===== src/rtl/fetch_ctrl.sv =====
// Instruction fetch controller: holds the fetch PC, reads one word per cycle
// from a combinational instruction memory, and buffers {pc, instr} pairs in a
// 2-entry FIFO for the decode stage. Branch redirects flush the buffer.
//
// Optional build macro FETCH_HALT_EN: when defined, fetching an all-zero word
// stops fetch (HALT state) until the next redirect or reset.
module fetch_ctrl #(
    parameter int unsigned N        = 32,
    parameter logic [63:0] RESET_PC = 64'h0
) (
    input  logic         clk,
    input  logic         reset,
    output logic [5:0]   imem_addr,
    input  logic [N-1:0] imem_q,
    input  logic         PCSrc_F,
    input  logic [63:0]  PCBranch_F,
    input  logic         stall_F,
    output logic         valid_o,
    input  logic         ready_i,
    output logic [N-1:0] instr_o,
    output logic [63:0]  pc_o,
    output logic         halted_o
);

    typedef enum logic [0:0] {StRun, StHalt} state_e;

    state_e       state_q;
    logic [63:0]  pc_q;
    logic [63:0]  fifo_pc_q    [2];
    logic [N-1:0] fifo_instr_q [2];
    logic         head_q;
    logic [1:0]   count_q;

    logic pop;
    logic room;
    logic fetch_ok;
    logic halt_hit;
    logic push;
    logic wr_idx;

    // Branch target is word aligned; the low byte-offset bits are dropped.
    logic unused_branch_lsbs;
    assign unused_branch_lsbs = ^PCBranch_F[1:0];

    assign imem_addr = pc_q[7:2];

    // Handshake and push/pop decisions for this cycle.
    always_comb begin
        pop      = (count_q != 2'd0) && ready_i && !PCSrc_F;
        // A full FIFO still has room when the head leaves this cycle.
        room     = (count_q < 2'd2) || pop;
        fetch_ok = (state_q == StRun) && !PCSrc_F && !stall_F && room;
`ifdef FETCH_HALT_EN
        halt_hit = fetch_ok && (imem_q == '0);
`else
        halt_hit = 1'b0;
`endif
        push     = fetch_ok && !halt_hit;
        // Tail slot: head when empty or when full-and-popping, else the other slot.
        wr_idx   = head_q ^ count_q[0];
    end

    // Control state: PC, FIFO pointers/occupancy and run/halt FSM.
    always_ff @(posedge clk) begin
        if (reset) begin
            pc_q    <= RESET_PC;
            count_q <= 2'd0;
            head_q  <= 1'b0;
            state_q <= StRun;
        end else if (PCSrc_F) begin
            pc_q    <= {PCBranch_F[63:2], 2'b00};
            count_q <= 2'd0;
            head_q  <= 1'b0;
            state_q <= StRun;
        end else begin
            if (push) begin
                pc_q <= pc_q + 64'd4;
            end
            if (halt_hit) begin
                state_q <= StHalt;
            end
            if (pop) begin
                head_q <= ~head_q;
            end
            unique case ({push, pop})
                2'b10:   count_q <= count_q + 2'd1;
                2'b01:   count_q <= count_q - 2'd1;
                default: count_q <= count_q;
            endcase
        end
    end

    // FIFO storage; contents need no reset since occupancy gates the outputs.
    always_ff @(posedge clk) begin
        if (!reset && push) begin
            fifo_pc_q[wr_idx]    <= pc_q;
            fifo_instr_q[wr_idx] <= imem_q;
        end
    end

    // Head of FIFO, zeroed when empty.
    always_comb begin
        valid_o = (count_q != 2'd0);
        pc_o    = valid_o ? fifo_pc_q[head_q] : 64'd0;
        instr_o = valid_o ? fifo_instr_q[head_q] : '0;
    end

`ifdef FETCH_HALT_EN
    assign halted_o = (state_q == StHalt);
`else
    assign halted_o = 1'b0;
`endif

endmodule


===== config.mk =====
export PLATFORM = sky130hd
export DESIGN_NAME = fetch_ctrl
export DESIGN_NICKNAME = d
export VERILOG_FILES = /design/src/rtl/fetch_ctrl.sv
export SDC_FILE = /design/constraint.sdc
export NUM_CORES = 1
export LEC_CHECK = 0
export ABC_AREA = 1
export BUFFER_PORTS_ARGS = -buffer_cell sky130_fd_sc_hd__buf_2
export CAP_MARGIN = 20
export CELL_PAD_IN_SITES_DETAIL_PLACEMENT = 0
export CELL_PAD_IN_SITES_GLOBAL_PLACEMENT = 2
export CORE_ASPECT_RATIO = 0.75
export CORE_MARGIN = 1.5
export CORE_UTILIZATION = 34
export DETAILED_ROUTE_END_ITERATION = 10
export GPL_ROUTABILITY_DRIVEN = 0
export PLACE_DENSITY_LB_ADDON = 0.1
export SLEW_MARGIN = 20
export SYNTH_ARGS = -nofsm -noshare
export SYNTH_HDL_FRONTEND = slang
export SYNTH_SLANG_ARGS = --single-unit

===== constraint.sdc =====
create_clock -name clk -period 9.1 [get_ports clk]
set_input_delay 1.82 -clock clk [delete_from_list [all_inputs] [get_ports clk]]
set_output_delay 1.82 -clock clk [all_outputs]
set_load 0.01 [all_outputs]

======== Word-level counts from Yosys, hierarchy flattened ========
Memories as Yosys holds them, arrays and structs flattened. A register that Yosys moved wholly into a read port is not among the register bits.
Index checks and enable logic that the tools add are counted.
operators by class
  $add $sub $neg .......................... 3
  multiply operators ...................... 0
  div/mod/pow operators ................... 0
  magnitude comparators ................... 1
  equality and inequality tests ........... 2
  shift-type cells ........................ 0
  muxes and demuxes ....................... 11
  bitwise gates (word level) .............. 2
  reduce and logical (&&, ||, !) cells .... 13
operator list
  cell                     number
  $mux W64                 3
  $add A64 B3 Y64 const B  1
  $mux W32                 1
  $mux W1                  6
  $reduce_bool A2 Y1       3
  $logic_and A1 B1 Y1      5
  $pmux W2 S2              1
  $logic_not A1 Y1         3
  $add A2 B1 Y2 const B    1
  $eq A2 B1 Y1 const B     1
  $eq A2 B2 Y1 const B     1
  $lt A2 B2 Y1 const B     1
  $reduce_or A2 Y1         1
  $sub A2 B1 Y2 const B    1
  $logic_or A1 B1 Y1       1
  $not A1 Y1               1
  $xor A1 B1 Y1            1
storage, ports and cells
  flip-flop bits (word level) ............. 67
  latch bits .............................. 0
  bits in writable memories ............... 192
  bits in read-only memories .............. 0
  bits of input ports ..................... 101
  output and inout port bits .............. 104
  logic and storage cells ................. 38
  memories kept ........................... 2
memories
  name          depth  width  read ports  clocked after memory_dff  write ports  line  RTL
  fifo_pc_q     2      64     1           1                         1            29    logic [63:0] fifo_pc_q [2];
  fifo_instr_q  2      32     1           1                         1            30    logic [N-1:0] fifo_instr_q [2];

======== Logic depth before layout (Yosys ltp) ========
Gate-level depths: netlist of the first run.
  depth after elaboration ................. 8
  depth in mapped cells ................... 11
  mapped depth without buffers ............ 11

======== Least setup slack after synthesis of the first run ========
OpenSTA, ideal clock, no wires.
  path kind ............................... input port to flip-flop
  start ................................... input PCSrc_F
  end ..................................... memory fifo_instr_q[0][0], enable pin
  arrival time ............................ 6.358 ns
  data required time ...................... 8.553 ns
  slack ................................... 2.194 ns
  stages on the path ...................... 6
  buffers on the path ..................... 1
  path through ............................ buf_2 inv_2 nand2_8 nor2_4 inv_1 nor2_1
on the way
  word-level cells in the longest chain between the ends .. 7
  elaborated cells on any way between the ends .. 8
  classes of those cells .................. mux (2); reduce/logical (6)
ends and longest elaborated chain
  element                            line    RTL
  from (decl)                        15      input logic PCSrc_F,
  $logic_not A1 Y1 (*)               49, 52
  $logic_and A1 B1 Y1                49      pop = (count_q != 2'd0) && ready_i && !PCSrc_F;
  $logic_or A1 B1 Y1                 51      room = (count_q < 2'd2) || pop;
  $logic_and A1 B1 Y1 (*)            52      fetch_ok = (state_q == StRun) && !PCSrc_F && !stall_F && room;
  $logic_and A1 B1 Y1 (*)            95      if (!reset && push) begin
  $mux W1 (*)                        95
  $mux W1 (not written as such) (*)  97      fifo_instr_q[wr_idx] <= imem_q;
  to (decl)                          30
Mark *: on every way between the ends. The rest lies on a longest branch, timed or not.

======== Final worst setup path of the first run ========
  start ................................... input PCSrc_F
  end ..................................... memory fifo_pc_q[0][60], enable pin
on the way
  word-level cells in the longest chain between the ends .. 7
  elaborated cells on any way between the ends .. 8
  classes of those cells .................. mux (2); reduce/logical (6)
ends and longest elaborated chain
  element                            line    RTL
  $logic_not A1 Y1 (*)               49, 52
  $logic_and A1 B1 Y1                49
  $logic_or A1 B1 Y1                 51
  $logic_and A1 B1 Y1 (*)            52
  $logic_and A1 B1 Y1 (*)            95
  $mux W1 (*)                        95
  $mux W1 (not written as such) (*)  96      fifo_pc_q[wr_idx] <= pc_q;
  to (decl)                          29
Marks and branches as above.

==> run_results.csv, run 1 <==
group,metric,value,unit
status,status,"finished, final reports clean",
route,post-route-drc-count,0,
timing,fin_crit_share,0.555,
final_layout,nNetsFinal,1605,
yosys,synthesis.area_per_instance,8.95,µm²
yosys,netlist_instances,1327,
route,viasPerCell,4.79,
timing,fin_tns_setup,0,ps
floorplan,initial_core_util,0.344,
floorplan,rows,59,
global_routing,pin_count_of_the_biggest_net_entering_global_routing,93,
global_routing,grt_most_used_layer,"met1",
route,vias,9490,
setup_path,crit_required,9290,ps
route,initialDrtViolationCount,603,
floorplan,placeableCoreArea,0.0345,mm²
yosys,yosys_most_used_dff,"edfxtp_1",
final_layout,multi_input_comb_area,0.00429,mm²
final_layout,post_synthesis_to_final_layout_area_growth,19.9,%
timing,slew_at_the_pin_with_the_worst_max_slew_slack,1040,ps
global_routing,grt_first_pass_wirelength,54400,µm
cts,cts_root_buffer,"clkbuf_16",
global_routing,grt_antenna_before_repair,0,
yosys,mappedNetlistArea,0.0119,mm²
setup_path,critPathSlowestCell,"buf_4",
timing,maximum_clock_rate,0.198,GHz
yosys,synth.cells.most_frequent,"447 x nand2_1, 188 x edfxtp_1, 139 x a21oi_1",
power_and_ir_drop,p_per_area,188,mW/mm²
yosys,post_synth_main_area_contributors,"edfxtp_1 48%, nand2_1 14%, dfxtp_1 11%",
route,detail_route.first_pass.iterations,5,
route,drt_wl_total,36900,µm
place,placed_cells_incl_taps,1928,
setup_path,cp-end-kind,"flop",
cts,htree_num_levels,1,
place,numPortBuffers,199,
route,antenna_left,0,
cts,clk_pin_slew_worst_paths,60,ps
power_and_ir_drop,ir_drop,0.000131,V
cts,tritoncts.num_buffers,28,
cts,post_cts.resized_instances,0,
cts,clk_path_buf_depth,3,
timing,final_count_of_pins_violating_max_slew,0,
min_path,timing.hold.worst.class,"flop to flop",
floorplan,dieHeight,165,µm
yosys,synth-warning-count,0,
global_routing,gr-usage-met3,0.0365,
yosys,post_synth_num_cell_types,37,
timing,final_period_minus_worst_setup_slack,5050,ps
floorplan,io-pin-count,205,
yosys,synth_seq_cells,254,
global_routing,first_global_vias,8686,
place,pre_cts_ws,3340,ps
global_routing,use_met1,0.318,
final_layout,final_cell_count_no_fill,1981,
timing,final.setup_skew,9.54,ps
setup_path,crit_chain,"buf_2 -> buf_4 -> inv_2 -> nand2_8 -> nor2_4 -> inv_1 -> nor2_4 -> buf_4",
timing,rsz0062_at_grt,"false",
floorplan,die_w,219,µm
final_layout,final-seq-area,0.00697,mm²
job,max_cap_violations,0,
route,routedWlPerCell,18.6,µm
cts,hold_buffers,0,
timing,timing.final.hold_violations,0,
setup_path,critical_path_buf_inv_count,5,
timing,setup_violations,0,
yosys,number_of_enable_type_register_cells_in_the_synthesized_netlist,188,
place,post-dp-hpwl,25300,µm
cts,clk-insertion-delay-late,570,ps
setup_path,max_stage_delay,900,ps
setup_path,setup.worst_path.start_class,"input pin",
final_layout,fillerInstances,3548,
global_routing,grt.overflow.total,0,
setup_path,setup.worst_path.class,"input pin to flop",
global_routing,groute.usage.overall,0.202,
yosys,dominant_cell_type_by_area_after_synthesis,"edfxtp_1",
floorplan,die_area,0.0361,mm²
global_routing,grt_util_met2,0.289,
power_and_ir_drop,leakagePower,0.00552,µW
yosys,share_of_flip_flops_with_an_asynchronous_set_or_reset_after_synthesis,0,
cts,cts_setup_buffers,0,
setup_path,path_delay_family,"buffers and inverters",
timing,timing.final.ws_setup,4050,ps
cts,cts_tree,"done",
final_layout,drive_gt1_frac,0.198,
yosys,synth_top_cell_area_share,0.475,
setup_path,worst-endpoint-arrival,5240,ps
yosys,yosys.cell_count.top_type,"nand2_1",
final_layout,fin_util,0.412,
setup_path,crit_path_max_fanout,73,
timing,headroom_to_the_max_slew_limit,0.305,
yosys,ys_seq_area_frac,0.587,
final_layout,num_antenna_cells,0,
cts,clock_sink_count,254,
cell families (layout without fill, tap and decap cells):
family | count (synthesis) | in the layout | share of synthesized area
flops | 254 | 254 | 0.587
compound gates | 240 | 240 | 0.105
other cells | 1 | 3 | 0.000316
simple gates | 655 | 655 | 0.236
fa+ha+maj | 2 | 2 | 0.00211
xor+xnor | 21 | 21 | 0.0155
buf+inv | 154 | 349 | 0.0546
path summary, 6_finish.rpt:
check,cells past startpoint,slack [ps],to,startpoint
setup reg to reg,8,5310,fifo_pc_q[0][60]$_DFFE_PP_,count_q[1]$_SDFFE_PP0P_
hold reg to reg,2,510,flop,head_q$_SDFFE_PP0P_
setup / recovery,8,4050,fifo_pc_q[0][60]$_DFFE_PP_,PCSrc_F
hold / removal,2,510,flop,head_q$_SDFFE_PP0P_
placed cells by master, fill, tap and decap left out, types with 2 or more instances in the layout:
cell,n
clkinv_1,6
nor2_4,14
nand2_4,5
nand3_1,45
nand2_2,9
and2_1,4
clkinv_2,3
buf_2,199
nand4_1,12
a21oi_1,139
o21ai_1,18
nor2_2,12
clkbuf_8,5
clkbuf_16,28
clkbuf_1,6
buf_4,5
a22o_1,4
dfxtp_1,65
a31oi_1,13
edfxtp_1,188
o21bai_1,2
nand2_1,447
inv_1,83
nor2_8,2
bufinv_16,4
inv_2,6
o21ai_0,63
xor2_1,18
conb_1,3
xnor2_1,3
ha_1,2
nor3_1,5
nor2_1,96
report_power, final:
part	internal, µW	total (µW)	switching, µW
registers	1280	1330	46.9
logic	57.5	164	107
clock network	720	1190	469
total	2060	2680	623
stage by stage:
stage          power (µW)  cell area, µm²  hold slack [ps]
2_1_floorplan        1430           11900              448
3_3_place_gp         1520           13200              494
3_5_place_dp         1520           13200              493
4_1_cts              2720           14200              512
5_1_grt              2780           14200              548
6_report             2680           14200              508
cell type report:
class / instances / share of cell area
well taps: 457 / 0.0402
repair buffers: 207 / 0.0767
flip-flops and latches: 254 / 0.490
multi-input cells: 921 / 0.301
clock inverters: 13 / 0.0129
inverters: 90 / 0.0237
clock buffers: 39 / 0.0556
state kept, by name (all words and copies together), names as in the netlist, named ones only:
signal and flops:
fifo_pc_q 124, fifo_instr_q 64, pc_q 62, count_q 2, head_q 1
worst register-to-register path: stages (launching register included):
cell and delay [ps]:
dfxtp_1 340, inv_2 100, nor2_4 40, nor2_4 260, nand2_8 140, nor2_4 480, inv_1 400, nor2_4 670
buf_4 910
per-layer routing:
layer,vias to the layer above,share of wire
met5,-,0
met4,0,0.017
met3,37,0.051
met2,195,0.41
met1,4498,0.52
li1,4760,-
(Power assumes the default switching activity.)
==> run 2: changes to the inputs <==
==> constraint.sdc (replaced) <==
create_clock -name clk -period 5.18 [get_ports clk]
set_input_delay 1.036 -clock clk [delete_from_list [all_inputs] [get_ports clk]]
set_output_delay 1.036 -clock clk [all_outputs]
set_load 0.01 [all_outputs]
==> run 2 against run 1 <==
Net effect: clock-buffer cell count is 2 higher; sequential share of layout area hardly changed; combinational power is 80% higher; register-to-register slack worse by 3000 ps; clock power is 59% higher; sequential power is 76% higher; via count is 0.39% higher; total power is 69% higher; global-route usage is 0.12 points lower; sequential cell count stayed put; routed wire length is 0.45% lower; worst hold slack better by 13 ps; critical path type is now flop to output port.
==> run_results.csv, run 2 (same netlist as run 1, synthesis figures left out) <==
group,metric,value,unit
timing,maximum_clock_rate,0.283,GHz
timing,rsz0062_at_grt,"false",
setup_path,worstReg2RegEnd,"fifo_instr_q[0][27]$_DFFE_PP_",
cts,post_cts.resized_instances,0,
final_layout,nNetsFinal,1614,
setup_path,r2r_cells,9,
setup_path,reg2reg_setup_slack,2320,ps
setup_path,crit_required,4140,ps
cts,cts_tree,"done",
timing,final.setup_skew,16.8,ps
final_layout,reg.largest.list,"fifo_pc_q: 124 flops, fifo_instr_q: 64 flops, pc_q: 62 flops",
setup_path,setup.worst_path.start_class,"flop",
route,vias,9527,
setup_path,cp-end-kind,"output port",
global_routing,grt_antenna_before_repair,0,
min_path,timing.hold.worst.class,"flop to flop",
route,routedWlPerCell,18.5,µm
global_routing,grt_first_pass_wirelength,53800,µm
power_and_ir_drop,netSwitchingPower,1070,µW
final_layout,post_synthesis_to_final_layout_area_growth,19.8,%
power_and_ir_drop,leakagePower,0.00552,µW
route,detail_route.first_pass.iterations,5,
route,post-route-drc-count,0,
final_layout,layout_commonest_cell,"nand2_1",
setup_path,crit_path_max_fanout,71,
place,pre_cts_ws,1510,ps
power_and_ir_drop,swShare,0.238,
place,placedInstanceArea,0.0133,mm²
route,antenna_left,0,
place,numPortBuffers,199,
timing,headroom_to_the_max_slew_limit,0.448,
route,initialDrtViolationCount,705,
place,post-dp-hpwl,26000,µm
timing,timing.final.ws_setup,1640,ps
power_and_ir_drop,cell_internal_power,3450,µW
power_and_ir_drop,p_per_area,318,mW/mm²
setup_path,setup.worst_path.class,"flop to output port",
timing,setup_violations,0,
min_path,holdPathStages,2,
setup_path,worst-endpoint-arrival,2500,ps
global_routing,groute.usage.overall,0.201,
floorplan,rows,59,
floorplan,die_area,0.0361,mm²
final_layout,largest-register,"fifo_pc_q",
cts,cts_root_buffer,"clkbuf_16",
final_layout,num_antenna_cells,0,
cts,htree_num_levels,1,
cts,hold_buffers,0,
cts,clk-insertion-delay-late,560,ps
job,max_cap_violations,0,
cts,cts_setup_buffers,0,
timing,timing.final.hold_violations,0,
final_layout,drive_gt1_frac,0.201,
cts,clock_sink_count,254,
cts,clk_path_buf_depth,3,
timing,final_count_of_pins_violating_max_slew,0,
status,status,"finished, final reports clean",
final_layout,largest_register_ffs,124,
power_and_ir_drop,power.total,4520,µW
timing,slew_at_the_pin_with_the_worst_max_slew_slack,828,ps
timing,final_period_minus_worst_setup_slack,3540,ps
timing,fin_crit_share,0.683,
route,viasPerCell,4.79,
floorplan,dieHeight,165,µm
floorplan,placeableCoreArea,0.0345,mm²
cts,tritoncts.num_buffers,27,
power_and_ir_drop,combPwrFrac,0.065,
floorplan,die_w,219,µm
final_layout,layout_common_cells,"447 x nand2_1, 199 x buf_2, 188 x edfxtp_1",
min_path,holdCritStartpoint,"head_q$_SDFFE_PP0P_",
final_layout,finalInstanceArea,0.0142,mm²
floorplan,io-pin-count,205,
floorplan,initial_core_util,0.344,
power_and_ir_drop,ir_drop,0.000213,V
global_routing,first_global_vias,8489,
global_routing,grt.overflow.total,0,
route,drt_wl_total,36700,µm
cts,clk_pin_slew_worst_paths,60,ps
power_and_ir_drop,seqPwrFrac,0.517,
setup_path,rr_startpoint,"count_q[1]$_SDFFE_PP0P_",
global_routing,pin_count_of_the_biggest_net_entering_global_routing,80,
power_and_ir_drop,clock_power_share,0.418,
[run 2: cell count changes in the layout (fill, tap and decap cells not counted), moves of 3 or more]
cell | previous run | this run
clkinv_1 | 6 | 3
buf_12 | 1 | 4
buf_4 | 5 | 13
bufinv_16 | 4 | 1
clkbuf_1 | 6 | 9
[run 2: worst max-delay path by stage]
| stage | start | end | slack [ps] |
|---|---|---|---|
| after floorplan | PCSrc_F | fifo_instr_q[0][0]$_DFFE_PP_ | -940 |
| after global placement | ready_i | fifo_pc_q[0][3]$_DFFE_PP_ | 1510 |
| after detailed placement | ready_i | fifo_instr_q[0][25]$_DFFE_PP_ | 1510 |
| after CTS | flop | pc_o[34] | 1610 |
| after global routing | flop | pc_o[35] | 1460 |
| final | flop | pc_o[34] | 1640 |
[run 2: area by class of cell]
type / instances / area (µm²)
Fill cell: 3506 / 20300
Sequential cell: 254 / 6970
Multi-Input combinational cell: 921 / 4290
Timing Repair Buffer: 217 / 1200
Clock buffer: 41 / 778
Tap cell: 457 / 572
Inverter: 90 / 338
Clock inverter: 8 / 80.1
[run 2: routing by layer]
| layer | vias to the layer above | track usage | part of all wire | wire length (µm) |
|---|---|---|---|---|
| met5 | - | 0 | 0 | 0 |
| met4 | 0 | 0.0364 | 0.016 | 574 |
| met3 | 35 | 0.0298 | 0.053 | 1950 |
| met2 | 231 | 0.288 | 0.41 | 15000 |
| met1 | 4483 | 0.319 | 0.52 | 19100 |
| li1 | 4778 | - | - | - |
[run 2: worst max-delay path: stages, from the launching register on]
cell	delay, ps
dfxtp_4	600
inv_2	140
buf_4	550
nand2_1	100
a21oi_1	330
buf_2	200
[run 2: power groups by stage]
stage	clock [µW]	combinational, µW	sequential, µW
after detailed placement	0	299	2380
after floorplan	0	180	2340
after global placement	0	296	2380
final	1890	296	2340
after global routing	2010	335	2340
after CTS	1940	300	2330
[run 2: through the flow]
step,hold WS (ps),std cells,utilization,setup TNS (ps)
finish,520,1988,0.412,0
detailed placement,495,1938,0.386,0
global route,530,1988,0.412,0
CTS,509,1987,0.411,0
global placement,487,1938,0.386,0
floorplan,448,1329,-,-177090
==> run 3: changes to the inputs <==
==> constraint.sdc (replaced) <==
create_clock -name clk -period 3.6 [get_ports clk]
set_input_delay 0.72 -clock clk [delete_from_list [all_inputs] [get_ports clk]]
set_output_delay 0.72 -clock clk [all_outputs]
set_load 0.01 [all_outputs]
==> run 3 against run 2 <==
Net effect: critical path depth fell by 1; non-clock buffer count shrank 4; utilization is 0.087 points higher; clock-buffer cell count is 1 lower; sequential power is 43% higher; critical endpoint is now pc_o[35]; largest cell class unchanged; largest power group unchanged.
==> run_results.csv, run 3 (same netlist as run 1, synthesis figures left out) <==
group,metric,value,unit
global_routing,grt_most_used_layer,"met1",
global_routing,grt_antenna_before_repair,0,
timing,fin_crit_share,0.787,
power_and_ir_drop,p_per_area,465,mW/mm²
timing,rsz0062_at_grt,"false",
global_routing,use_met1,0.319,
floorplan,dieHeight,165,µm
cts,clk-insertion-delay-late,570,ps
final_layout,reg.largest.list,"fifo_pc_q: 124 flops, fifo_instr_q: 64 flops, pc_q: 62 flops",
setup_path,crit_required,2880,ps
floorplan,placeableCoreArea,0.0345,mm²
timing,timing.final.ws_setup,767,ps
min_path,holdCritStartpoint,"imem_q[16]",
global_routing,pin_count_of_the_biggest_net_entering_global_routing,95,
final_layout,largest_register_ffs,124,
setup_path,reg2reg_setup_slack,1260,ps
timing,maximum_clock_rate,0.353,GHz
cts,cts_root_buffer,"clkbuf_16",
timing,setup_violations,0,
route,post-route-drc-count,0,
timing,fin_tns_setup,0,ps
final_layout,largest-register,"fifo_pc_q",
route,drt_wl_total,36400,µm
timing,final.setup_skew,9.55,ps
route,initialDrtViolationCount,535,
global_routing,groute.usage.overall,0.201,
place,placed_cells_incl_taps,1935,
cts,post_cts.resized_instances,0,
final_layout,layout_common_cells,"447 x nand2_1, 199 x buf_2, 188 x edfxtp_1",
timing,fin_hold_ws,336,ps
floorplan,rows,59,
timing,headroom_to_the_max_slew_limit,0.338,
route,viasPerCell,4.73,
place,pre_cts_ws,808,ps
setup_path,crit_path_max_fanout,82,
floorplan,die_w,219,µm
status,status,"finished, final reports clean",
final_layout,final_cell_count_no_fill,1985,
power_and_ir_drop,ir_drop,0.000328,V
timing,final_count_of_pins_violating_max_slew,0,
final_layout,fillerInstances,3492,
cts,hold_buffers,0,
place,numPortBuffers,199,
setup_path,max_stage_delay,410,ps
setup_path,rr_startpoint,"count_q[1]$_SDFFE_PP0P_",
cts,tritoncts.num_buffers,27,
min_path,whs_endpoint,"fifo_instr_q[0][16]$_DFFE_PP_",
setup_path,cp-end-kind,"output port",
floorplan,initial_core_util,0.344,
global_routing,grt_util_met2,0.288,
final_layout,drive_gt1_frac,0.201,
route,detail_route.first_pass.iterations,4,
power_and_ir_drop,leakagePower,0.00553,µW
min_path,timing.hold.worst.class,"input pin to flop",
cts,htree_num_levels,1,
final_layout,num_antenna_cells,0,
global_routing,grt.overflow.total,0,
setup_path,setup.worst_path.start_class,"flop",
min_path,holdPathStages,1,
cts,cts_tree,"done",
global_routing,first_global_vias,8619,
global_routing,grt_first_pass_wirelength,54000,µm
cts,clock_sink_count,254,
final_layout,post_synthesis_to_final_layout_area_growth,20.1,%
floorplan,io-pin-count,205,
final_layout,nNetsFinal,1610,
timing,final_period_minus_worst_setup_slack,2830,ps
setup_path,critPathSlowestCell,"buf_12",
job,max_cap_violations,0,
final_layout,layout_commonest_cell,"nand2_1",
cts,clk_pin_slew_worst_paths,60,ps
timing,slew_at_the_pin_with_the_worst_max_slew_slack,988,ps
global_routing,gr-usage-met3,0.0291,
setup_path,worst-endpoint-arrival,2110,ps
cts,cts_setup_buffers,0,
setup_path,crit_chain,"nor2_4 -> buf_12 -> a21oi_1 -> buf_2",
place,post-dp-hpwl,25600,µm
timing,timing.final.hold_violations,0,
setup_path,setup.worst_path.class,"flop to output port",
route,routedWlPerCell,18.4,µm
cts,clk_path_buf_depth,3,
setup_path,r2r_cells,9,
route,antenna_left,0,
floorplan,die_area,0.0361,mm²
route,vias,9388,
setup_path,worstReg2RegEnd,"pc_q[34]$_SDFFE_PP0P_",
==> run 3: where the power goes <==
part	internal, µW	switching, µW
combinational	152	273
sequential	3240	115
clock	1660	1180
==> run 3: per-layer routing <==
metal | vias to the layer above | part of all wire
met1 | 4383 | 0.53
met2 | 196 | 0.41
li1 | 4768 | -
met4 | 0 | 0.017
met3 | 41 | 0.045
met5 | - | 0
==> run 3: layout make-up <==
cell class                 instances  area (µm²)  area share
sequential                       254        6970       0.489
multi-input combinational        921        4290       0.301
timing repair buffer             213        1180      0.0825
clock buffer                      40         785      0.0550
tap                              457         572      0.0401
inverter                          90         338      0.0237
clock inverter                    10         126     0.00886
==> run 3: critical path: cells and delay by family, from the launching register on <==
| family | cells | cell delay, ps |
|---|---|---|
| simple gates | 1 | 380 |
| buf+inv | 2 | 590 |
| compound gates | 1 | 160 |
| flops | 1 | 370 |
==> run 3: worst max path at each step <==
stage                                 start                           end  slack (ps)
floorplan                           PCSrc_F  fifo_instr_q[0][0]$_DFFE_PP_        -630
global placement                    ready_i         pc_q[29]$_SDFFE_PP0P_         860
detailed placement                  ready_i         pc_q[34]$_SDFFE_PP0P_         810
CTS                 count_q[0]$_SDFFE_PP0P_                      pc_o[35]         730
global route        count_q[0]$_SDFFE_PP0P_                      pc_o[35]         650
finish              count_q[0]$_SDFFE_PP0P_                      pc_o[35]         770
==> run 3: through the flow <==
step                utilization  cell area [µm²]  total power (µW)
floorplan                     -            11900              3620
global placement          0.386            13300              3840
detailed placement        0.386            13300              3850
CTS                       0.413            14300              6720
global route              0.413            14300              6870
finish                    0.413            14300              6620
